## src/rtl/uart_pkg.sv

```systemverilog
// Shared UART definitions: parity encodings and the receive/transmit FSM state set.
package uart_pkg;

  localparam int unsigned PAR_NONE = 0;
  localparam int unsigned PAR_EVEN = 1;
  localparam int unsigned PAR_ODD  = 2;

  typedef enum logic [2:0] {
    ST_IDLE,
    ST_START,
    ST_DATA,
    ST_PAR,
    ST_STOP
  } uart_state_t;

endpackage

```

## src/rtl/sync_2ff.sv

```systemverilog
// Two-flop synchronizer for a single asynchronous input, with selectable reset value.
module sync_2ff #(
  parameter logic RST_VAL = 1'b1
) (
  input  logic clk,
  input  logic rst_n,
  input  logic i_d,
  output logic o_q
);

  logic r_meta;
  logic r_sync;

  // Double-register the asynchronous input into the clk domain.
  always_ff @(posedge clk or negedge rst_n) begin
    if (!rst_n) begin
      r_meta <= RST_VAL;
      r_sync <= RST_VAL;
    end else begin
      r_meta <= i_d;
      r_sync <= r_meta;
    end
  end

  assign o_q = r_sync;

endmodule

```

## src/rtl/uart_rx_cfg.sv

```systemverilog
// Configurable UART receiver with a single-entry holding register and valid/ready output.
module uart_rx_cfg
  import uart_pkg::*;
#(
  parameter int unsigned CLKS_PER_BIT = 234,
  parameter int unsigned DATA_BITS    = 8,
  parameter int unsigned PARITY       = PAR_NONE,
  parameter int unsigned STOP_BITS    = 1
) (
  input  logic                 clk,
  input  logic                 rst_n,
  input  logic                 uartRx,
  output logic [DATA_BITS-1:0] rx_data,
  output logic                 rx_valid,
  input  logic                 rx_ready,
  output logic                 parity_err,
  output logic                 frame_err,
  output logic                 overrun
);

  localparam int unsigned      CNT_W     = $clog2(CLKS_PER_BIT);
  localparam logic [CNT_W-1:0] CNT_HALF  = CNT_W'(CLKS_PER_BIT / 2 - 1);
  localparam logic [CNT_W-1:0] CNT_FULL  = CNT_W'(CLKS_PER_BIT - 1);
  localparam logic [3:0]       BIT_LAST  = 4'(DATA_BITS - 1);
  localparam logic             STOP_LAST = 1'(STOP_BITS - 1);
  localparam logic             ODD_SEL   = 1'(PARITY == PAR_ODD);

  logic                 w_rx;
  logic                 w_par_err;

  uart_state_t          r_state;
  logic [CNT_W-1:0]     r_cnt;
  logic [3:0]           r_bit;
  logic                 r_stop;
  logic [DATA_BITS-1:0] r_shift;
  logic                 r_par_err;
  logic                 r_ferr_acc;
  logic                 r_done;

  logic [DATA_BITS-1:0] r_rx_data;
  logic                 r_rx_valid;
  logic                 r_parity_err;
  logic                 r_frame_err;
  logic                 r_overrun;

  sync_2ff #(
    .RST_VAL(1'b1)
  ) u_sync (
    .clk  (clk),
    .rst_n(rst_n),
    .i_d  (uartRx),
    .o_q  (w_rx)
  );

  // Received parity bit versus the data XOR; odd parity expects the inverted XOR.
  assign w_par_err = w_rx ^ (^r_shift) ^ ODD_SEL;

  // Frame FSM: mid-bit sampling; returns to IDLE at the last stop sample.
  always_ff @(posedge clk or negedge rst_n) begin
    if (!rst_n) begin
      r_state    <= ST_IDLE;
      r_cnt      <= '0;
      r_bit      <= '0;
      r_stop     <= 1'b0;
      r_shift    <= '0;
      r_par_err  <= 1'b0;
      r_ferr_acc <= 1'b0;
      r_done     <= 1'b0;
    end else begin
      r_done <= 1'b0;
      case (r_state)
        ST_IDLE: begin
          if (!w_rx) begin
            r_state <= ST_START;
            r_cnt   <= '0;
          end
        end
        ST_START: begin
          if (r_cnt == CNT_HALF) begin
            r_cnt <= '0;
            if (w_rx) begin
              r_state <= ST_IDLE;
            end else begin
              r_state    <= ST_DATA;
              r_bit      <= '0;
              r_ferr_acc <= 1'b0;
            end
          end else begin
            r_cnt <= r_cnt + CNT_W'(1);
          end
        end
        ST_DATA: begin
          if (r_cnt == CNT_FULL) begin
            r_cnt   <= '0;
            r_shift <= {w_rx, r_shift[DATA_BITS-1:1]};
            if (r_bit == BIT_LAST) begin
              r_state <= (PARITY != PAR_NONE) ? ST_PAR : ST_STOP;
              r_stop  <= 1'b0;
            end else begin
              r_bit <= r_bit + 4'd1;
            end
          end else begin
            r_cnt <= r_cnt + CNT_W'(1);
          end
        end
        ST_PAR: begin
          if (r_cnt == CNT_FULL) begin
            r_cnt     <= '0;
            r_par_err <= w_par_err;
            r_state   <= ST_STOP;
            r_stop    <= 1'b0;
          end else begin
            r_cnt <= r_cnt + CNT_W'(1);
          end
        end
        ST_STOP: begin
          if (r_cnt == CNT_FULL) begin
            r_cnt <= '0;
            if (!w_rx) begin
              r_ferr_acc <= 1'b1;
            end
            if (r_stop == STOP_LAST) begin
              r_state <= ST_IDLE;
              r_done  <= 1'b1;
            end else begin
              r_stop <= r_stop + 1'b1;
            end
          end else begin
            r_cnt <= r_cnt + CNT_W'(1);
          end
        end
        default: r_state <= ST_IDLE;
      endcase
    end
  end

  // Holding register: load on frame completion unless full and not being drained.
  always_ff @(posedge clk or negedge rst_n) begin
    if (!rst_n) begin
      r_rx_data    <= '0;
      r_rx_valid   <= 1'b0;
      r_parity_err <= 1'b0;
      r_frame_err  <= 1'b0;
      r_overrun    <= 1'b0;
    end else begin
      r_overrun <= 1'b0;
      if (r_done) begin
        if (r_rx_valid && !rx_ready) begin
          r_overrun <= 1'b1;
        end else begin
          r_rx_data    <= r_shift;
          r_parity_err <= r_par_err;
          r_frame_err  <= r_ferr_acc;
          r_rx_valid   <= 1'b1;
        end
      end else if (r_rx_valid && rx_ready) begin
        r_rx_valid <= 1'b0;
      end
    end
  end

  assign rx_data    = r_rx_data;
  assign rx_valid   = r_rx_valid;
  assign parity_err = r_parity_err;
  assign frame_err  = r_frame_err;
  assign overrun    = r_overrun;

endmodule

```

## config.mk

```make
export PLATFORM = sky130hd
export DESIGN_NAME = uart_rx_cfg
export DESIGN_NICKNAME = d
export VERILOG_FILES = /design/src/rtl/uart_pkg.sv /design/src/rtl/sync_2ff.sv /design/src/rtl/uart_rx_cfg.sv
export SDC_FILE = /design/constraint.sdc
export NUM_CORES = 1
export LEC_CHECK = 0
export BUFFER_PORTS_ARGS = -buffer_cell sky130_fd_sc_hd__buf_2
export CAP_MARGIN = 20
export CORE_UTILIZATION = 51
export CTS_CLUSTER_DIAMETER = 100
export DETAILED_ROUTE_END_ITERATION = 8
export HOLD_SLACK_MARGIN = 0.05
export PLACE_DENSITY = 0.72
export SYNTH_ARGS = -nofsm -noshare
export SYNTH_HDL_FRONTEND = slang
export SYNTH_SLANG_ARGS = --single-unit
```

## constraint.sdc

```tcl
create_clock -name clk -period 2 [get_ports clk]
set_input_delay 0.1 -clock clk [delete_from_list [all_inputs] [get_ports clk]]
set_output_delay 0.1 -clock clk [all_outputs]
set_load 0.05 [all_outputs]
```

==> flow_summary.json, run 1 <==
{
  "hp-class": "in2reg",
  "setup_ws_ps": 11.0,
  "layout.nets": 202,
  "routed_wl_mm": 3.63,
  "initial_utilization": 0.549,
  "syn_inst": 156,
  "finalCritPeriodShare": 0.995,
  "cts.sinks": 40,
  "cts_tree": "done",
  "dp_hpwl_mm": 2.62,
  "drtIter0Drc": 99,
  "endpoint_kind": "flop",
  "power_density_mw_per_mm2": 703,
  "fmax_ghz": 0.503,
  "synth-edff-count": 0,
  "syn_area_mm2": 0.00189,
  "fp-row-count": 21,
  "outcome": "finished, final reports clean",
  "worst_ir_drop_vdd_v": 0.000668,
  "rsz0062_at_grt": "true",
  "port_buffers": 15,
  "dieArea_mm2": 0.00395,
  "yosys_warnings": 0,
  "ys_seq_area_frac": 0.531,
  "cp.required_ps": 2170,
  "drc": 0,
  "worstSetupPathType": "reg2reg",
  "slowest_delay_ps": 590,
  "synth_cell_type_count": 37,
  "start_kind": "flop",
  "clockBufferDepth": 2,
  "antenna_found_initial": 0,
  "hold_viol_final": 0,
  "utilization": 0.668,
  "crit_arrival_ps": 2160,
  "ys_ff_latch": 40,
  "die_y_um": 62.8,
  "grt_pass1_vias": 1373,
  "slowest_stage": "or4b_4",
  "htree_levels": 2,
  "cts_made_buffers": 5,
  "vias": 1351,
  "place_ws_ps": -62.3,
  "clk_pin_slew_ps": 80,
  "relSlewSlack": 0.433,
  "grt_max_degree": 41,
  "path_cells": "inv_2 > ha_4 > nand4_1 > or4b_4 > a21oi_4 > nor2_4 > mux2_4",
  "max-cap-violations": 0,
  "fin_skew_ps": 11.4,
  "top_level_ports": 16,
  "slew_viol_final": 0,
  "root_buffer": "clkbuf_8",
  "grt_pass1_wl_mm": 6.47,
  "drtPass1Iterations": 4,
  "globalplace.congestion": 0.818,
  "worst_slew_pin_slew_ps": 850,
  "syn_to_final_growth_pct": 21.8,
  "clock_latency_ps": 300,
  "final_cell_mix": "38 x dfrtp_1, 20 x mux2_2, 15 x buf_2",
  "syn_nets": 164,
  "die_w_um": 62.8,
  "grt_use_total": 0.217,
  "setup_viol": 0,
  "grt-ovfl-total": 0,
  "cp_max_fo": 7,
  "syn_area_per_cell_um2": 12.1,
  "final_common_cell": "dfrtp_1",
  "antenna_left": 0,
  "drive_gt1_frac": 0.364,
  "num_antenna_cells": 0,
  "ys_async_sr_fraction": 1.00,
  "min_period_ps": 1990,
  "vias_per_cell": 5.61,
  "fp.coreArea_mm2": 0.00344,
  "synthFlopType": "dfrtp_1",
  "post_drt_wl_per_cell_um": 15.1,
  "p_leak_uw": 0.00113,
  "fin_setup_tns_ps": 0
}
==> critical path: cells and delay by family, from the launching register on <==
family / cells / cell delay, ps
and+or+nand+nor: 3 / 760
muxes: 1 / 260
adders and majority gates: 1 / 120
buffers and inverters: 1 / 80
AOI/OAI and AO/OA: 1 / 260
DFF: 1 / 390
==> what timing repair did <==
action	CTS	global route
endpoints found under the hold margin	39	0
resized for setup	6	1
endpoints found under the setup margin	11	16
pin swaps	5	3
buffers inserted	2	0
hold buffers	2	0
==> registers in the layout (all words and copies together) (netlist names), 3 cells and up <==
name	count
r_cnt	8
r_shift	8
rx_data	8
r_bit	4
r_state	3
==> final timing paths <==
| path | cells past startpoint | end | slack, ps | from |
|---|---|---|---|---|
| max | 7 | r_cnt[0]$_DFFE_PN0P_ | 10 | r_cnt[1]$_DFFE_PN0P_ |
| min | 3 | overrun$_DFF_PN0_ | 90 | rx_ready |
| max reg2reg | 7 | r_cnt[0]$_DFFE_PN0P_ | 10 | r_cnt[1]$_DFFE_PN0P_ |
| min reg2reg | 0 | u_sync.o_q$_DFF_PN1_ | 350 | u_sync.r_meta$_DFF_PN1_ |
| max in group asynchronous | 2 | rx_data[6]$_DFFE_PN0P_ | 1010 | rst_n |
| min in group asynchronous | 2 | r_par_err$_DFFE_PN0P_ | 440 | rst_n |
==> report_power, final <==
| group | switching (uW) | internal, uW | total [uW] | leakage, uW |
|---|---|---|---|---|
| registers | 0.586 | 812 | 812 | 0.000537 |
| logic | 19.8 | 8.18 | 27.9 | 0.000523 |
| clock network | 278 | 499 | 777 | 0.0000654 |
| total | 299 | 1320 | 1620 | 0.00113 |
==> synthesized netlist by cell type (all sizes together), types with 2 or more instances <==
| library cell | instances | area [um^2] |
|---|---|---|
| a21oi | 2 | 21.3 |
| a22o | 5 | 43.8 |
| and3 | 6 | 37.5 |
| dfrtp | 38 | 951 |
| dfstp | 2 | 52.6 |
| ha | 4 | 50.1 |
| inv | 3 | 11.3 |
| mux2 | 21 | 236 |
| nand2 | 11 | 41.3 |
| nand2b | 3 | 18.8 |
| nand3 | 3 | 15.0 |
| nand4 | 2 | 12.5 |
| nor2 | 7 | 36.3 |
| nor2b | 7 | 43.8 |
| o21ai | 14 | 70.1 |
| o21ba | 2 | 20.0 |
| o21bai | 2 | 15.0 |
| o31ai | 3 | 22.5 |
| or3b | 2 | 17.5 |
| or4b | 2 | 23.8 |
| xnor2 | 6 | 52.6 |
| xor2 | 2 | 17.5 |
==> kinds of logic after synthesis <==
family / share of synthesized area
buf+inv: 0.00596
fa+ha+maj: 0.0265
mux: 0.131
simple gates: 0.154
flops: 0.531
xor+xnor: 0.0371
compound gates: 0.114
==> layer usage <==
layer | vias up | GRT usage | share of wire | wire length [um]
met2 | 24 | 0.348 | 0.49 | 1790
li1 | 643 | - | - | -
met3 | 7 | 0.0675 | 0.038 | 138
met4 | 0 | 0.0727 | 0.016 | 57
met5 | - | 0 | 0 | 0
met1 | 677 | 0.277 | 0.45 | 1650
==> cell type report <==
cell class | instances | area (um^2)
well taps | 46 | 57.6
inverters | 3 | 11.3
clock inverters | 2 | 60.1
flip-flops and latches | 40 | 1000
multi-input cells | 113 | 895
repair buffers | 31 | 200
clock buffers | 6 | 72.6
fillers | 264 | 1140
==> through the flow <==
| step | power (uW) | cell area [um^2] | hold slack (ps) | instances |
|---|---|---|---|---|
| floorplan | 833 | 1890 | -196 | 156 |
| CTS | 1630 | 2300 | 85.2 | 241 |
| global placement | 854 | 2110 | 206 | 229 |
| detailed placement | 854 | 2110 | 209 | 229 |
| global route | 1670 | 2300 | 115 | 241 |
| finish | 1620 | 2300 | 93.3 | 241 |
(Power assumes the default switching activity.)
==> run 2: changes to the inputs <==
--- a/config.mk
+++ b/config.mk
@@ -12,6 +12,7 @@
 export DETAILED_ROUTE_END_ITERATION = 8
 export HOLD_SLACK_MARGIN = 0.05
 export PLACE_DENSITY = 0.72
+export SETUP_SLACK_MARGIN = 0.02
 export SYNTH_ARGS = -nofsm -noshare
 export SYNTH_HDL_FRONTEND = slang
 export SYNTH_SLANG_ARGS = --single-unit
==> run 2 against run 1 <==
Compared with the run above: first-iteration DRC count shrank 35%; die area is the same; clock skew shrank 0.63 ps; design area grew 2.2%; final cell count grew 0.41%; worst setup slack gained 2.9 ps; largest cell class unchanged; largest power group unchanged; critical path type unchanged; sequential power is essentially flat; critical path depth is the same.
==> flow_summary.json, run 2 (same netlist as run 1, synthesis figures left out) <==
{
  "finalCritPeriodShare": 0.993,
  "rsz0062_at_grt": "true",
  "clk_pin_slew_ps": 80,
  "multiInputGateArea_um2": 925,
  "start_kind": "flop",
  "hp-class": "in2reg",
  "cp_max_fo": 7,
  "dieArea_mm2": 0.00395,
  "fmax_ghz": 0.503,
  "drive_gt1_frac": 0.367,
  "fin_skew_ps": 10.8,
  "min_period_ps": 1990,
  "antenna_found_initial": 0,
  "die_w_um": 62.8,
  "fp-row-count": 21,
  "clock_latency_ps": 300,
  "setup_viol": 0,
  "final_cell_mix": "38 x dfrtp_1, 15 x buf_2, 14 x buf_4",
  "relSlewSlack": 0.427,
  "num-fill-cells": 251,
  "grt-ovfl-total": 0,
  "dp_hpwl_mm": 2.62,
  "fp.coreArea_mm2": 0.00344,
  "endpoint_kind": "flop",
  "p_leak_uw": 0.00114,
  "worst_ir_drop_vdd_v": 0.000668,
  "fin_setup_tns_ps": 0,
  "initial_utilization": 0.549,
  "place_ws_ps": -62.3,
  "num_antenna_cells": 0,
  "final_cells": 242,
  "globalplace.congestion": 0.818,
  "r2r_slack_ps": 10,
  "root_buffer": "clkbuf_8",
  "post_drt_wl_per_cell_um": 15.5,
  "syn_to_final_growth_pct": 24.5,
  "setup_ws_ps": 13.9,
  "cts_made_buffers": 5,
  "grt_max_degree": 41,
  "layout.nets": 203,
  "grt_use_total": 0.217,
  "cts.sinks": 40,
  "routed_wl_mm": 3.75,
  "vias": 1361,
  "htree_levels": 2,
  "cts_tree": "done",
  "placed_area_mm2": 0.00211,
  "grt_pass1_wl_mm": 6.49,
  "drc": 0,
  "antenna_left": 0,
  "grt_pass1_vias": 1369,
  "fin_area_mm2": 0.00235,
  "drtPass1Iterations": 6,
  "crit_arrival_ps": 2160,
  "outcome": "finished, final reports clean",
  "top_level_ports": 16,
  "max-cap-violations": 0,
  "die_y_um": 62.8,
  "cp.required_ps": 2170,
  "port_buffers": 15,
  "placed_cells": 229,
  "hold_viol_final": 0,
  "clockBufferDepth": 2,
  "final_common_cell": "dfrtp_1",
  "slew_viol_final": 0,
  "worstSetupPathType": "reg2reg",
  "drtIter0Drc": 64,
  "vias_per_cell": 5.62,
  "power_density_mw_per_mm2": 688,
  "regArea_mm2": 0.00100,
  "worst_slew_pin_slew_ps": 859
}
## run 2: cell count changes in the layout (fill, tap and decap cells not counted), sizes merged
| cell | previous run | this run |
|---|---|---|
| buf | 29 | 30 |
## run 2: final timing paths
path | from | endpoint | cells past startpoint
max | r_cnt[1]$_DFFE_PN0P_ | r_cnt[0]$_DFFE_PN0P_ | 7
min in group asynchronous | rst_n | r_par_err$_DFFE_PN0P_ | 2
max reg2reg | r_cnt[1]$_DFFE_PN0P_ | r_cnt[0]$_DFFE_PN0P_ | 7
min reg2reg | u_sync.r_meta$_DFF_PN1_ | u_sync.o_q$_DFF_PN1_ | 0
max in group asynchronous | rst_n | rx_data[6]$_DFFE_PN0P_ | 2
min | rx_ready | overrun$_DFF_PN0_ | 3
## run 2: critical path, stage by stage (launching register included)
cell,delay (ps)
dfrtp_1,390
inv_2,80
ha_4,120
nand4_1,90
or4b_4,590
a21oi_4,260
nor2_4,80
mux2_4,260
## run 2: stage by stage
| step | power, uW | hold slack, ps | util |
|---|---|---|---|
| final | 1620 | 93.2 | 0.683 |
| after floorplan | 833 | -196 | - |
| after CTS | 1630 | 85.2 | 0.670 |
| after global placement | 854 | 206 | 0.613 |
| after detailed placement | 854 | 209 | 0.613 |
| after global routing | 1670 | 115 | 0.683 |
## run 2: cell type report
class / instances / share of cell area
Tap cell: 46 / 0.0245
Timing Repair Buffer: 32 / 0.0937
Clock buffer: 6 / 0.0309
Multi-Input combinational cell: 113 / 0.394
Inverter: 3 / 0.00479
Clock inverter: 2 / 0.0256
Sequential cell: 40 / 0.427
## run 2: repair_timing
item                                    CTS  global route
gates resized for setup                   8             7
endpoints found under the hold margin    39             0
pin swaps                                 6             4
setup buffers                             2             1
hold buffers                              2             0
endpoints found under the setup margin   14            16
## run 2: power breakdown
part | total (uW) | internal, uW | switching (uW) | leakage [uW]
registers | 812 | 812 | 0.584 | 0.000537
clock network | 776 | 499 | 277 | 0.0000654
logic | 28.2 | 8.21 | 20.0 | 0.000539
total | 1620 | 1320 | 298 | 0.00114
## run 2: per-layer routing
| layer | part of all wire | up-vias | wire, um | global-route usage |
|---|---|---|---|---|
| li1 | - | 643 | - | - |
| met3 | 0.039 | 7 | 145 | 0.0675 |
| met4 | 0.015 | 0 | 58 | 0.0727 |
| met1 | 0.45 | 683 | 1700 | 0.278 |
| met2 | 0.49 | 28 | 1850 | 0.348 |
| met5 | 0 | - | 0 | 0 |
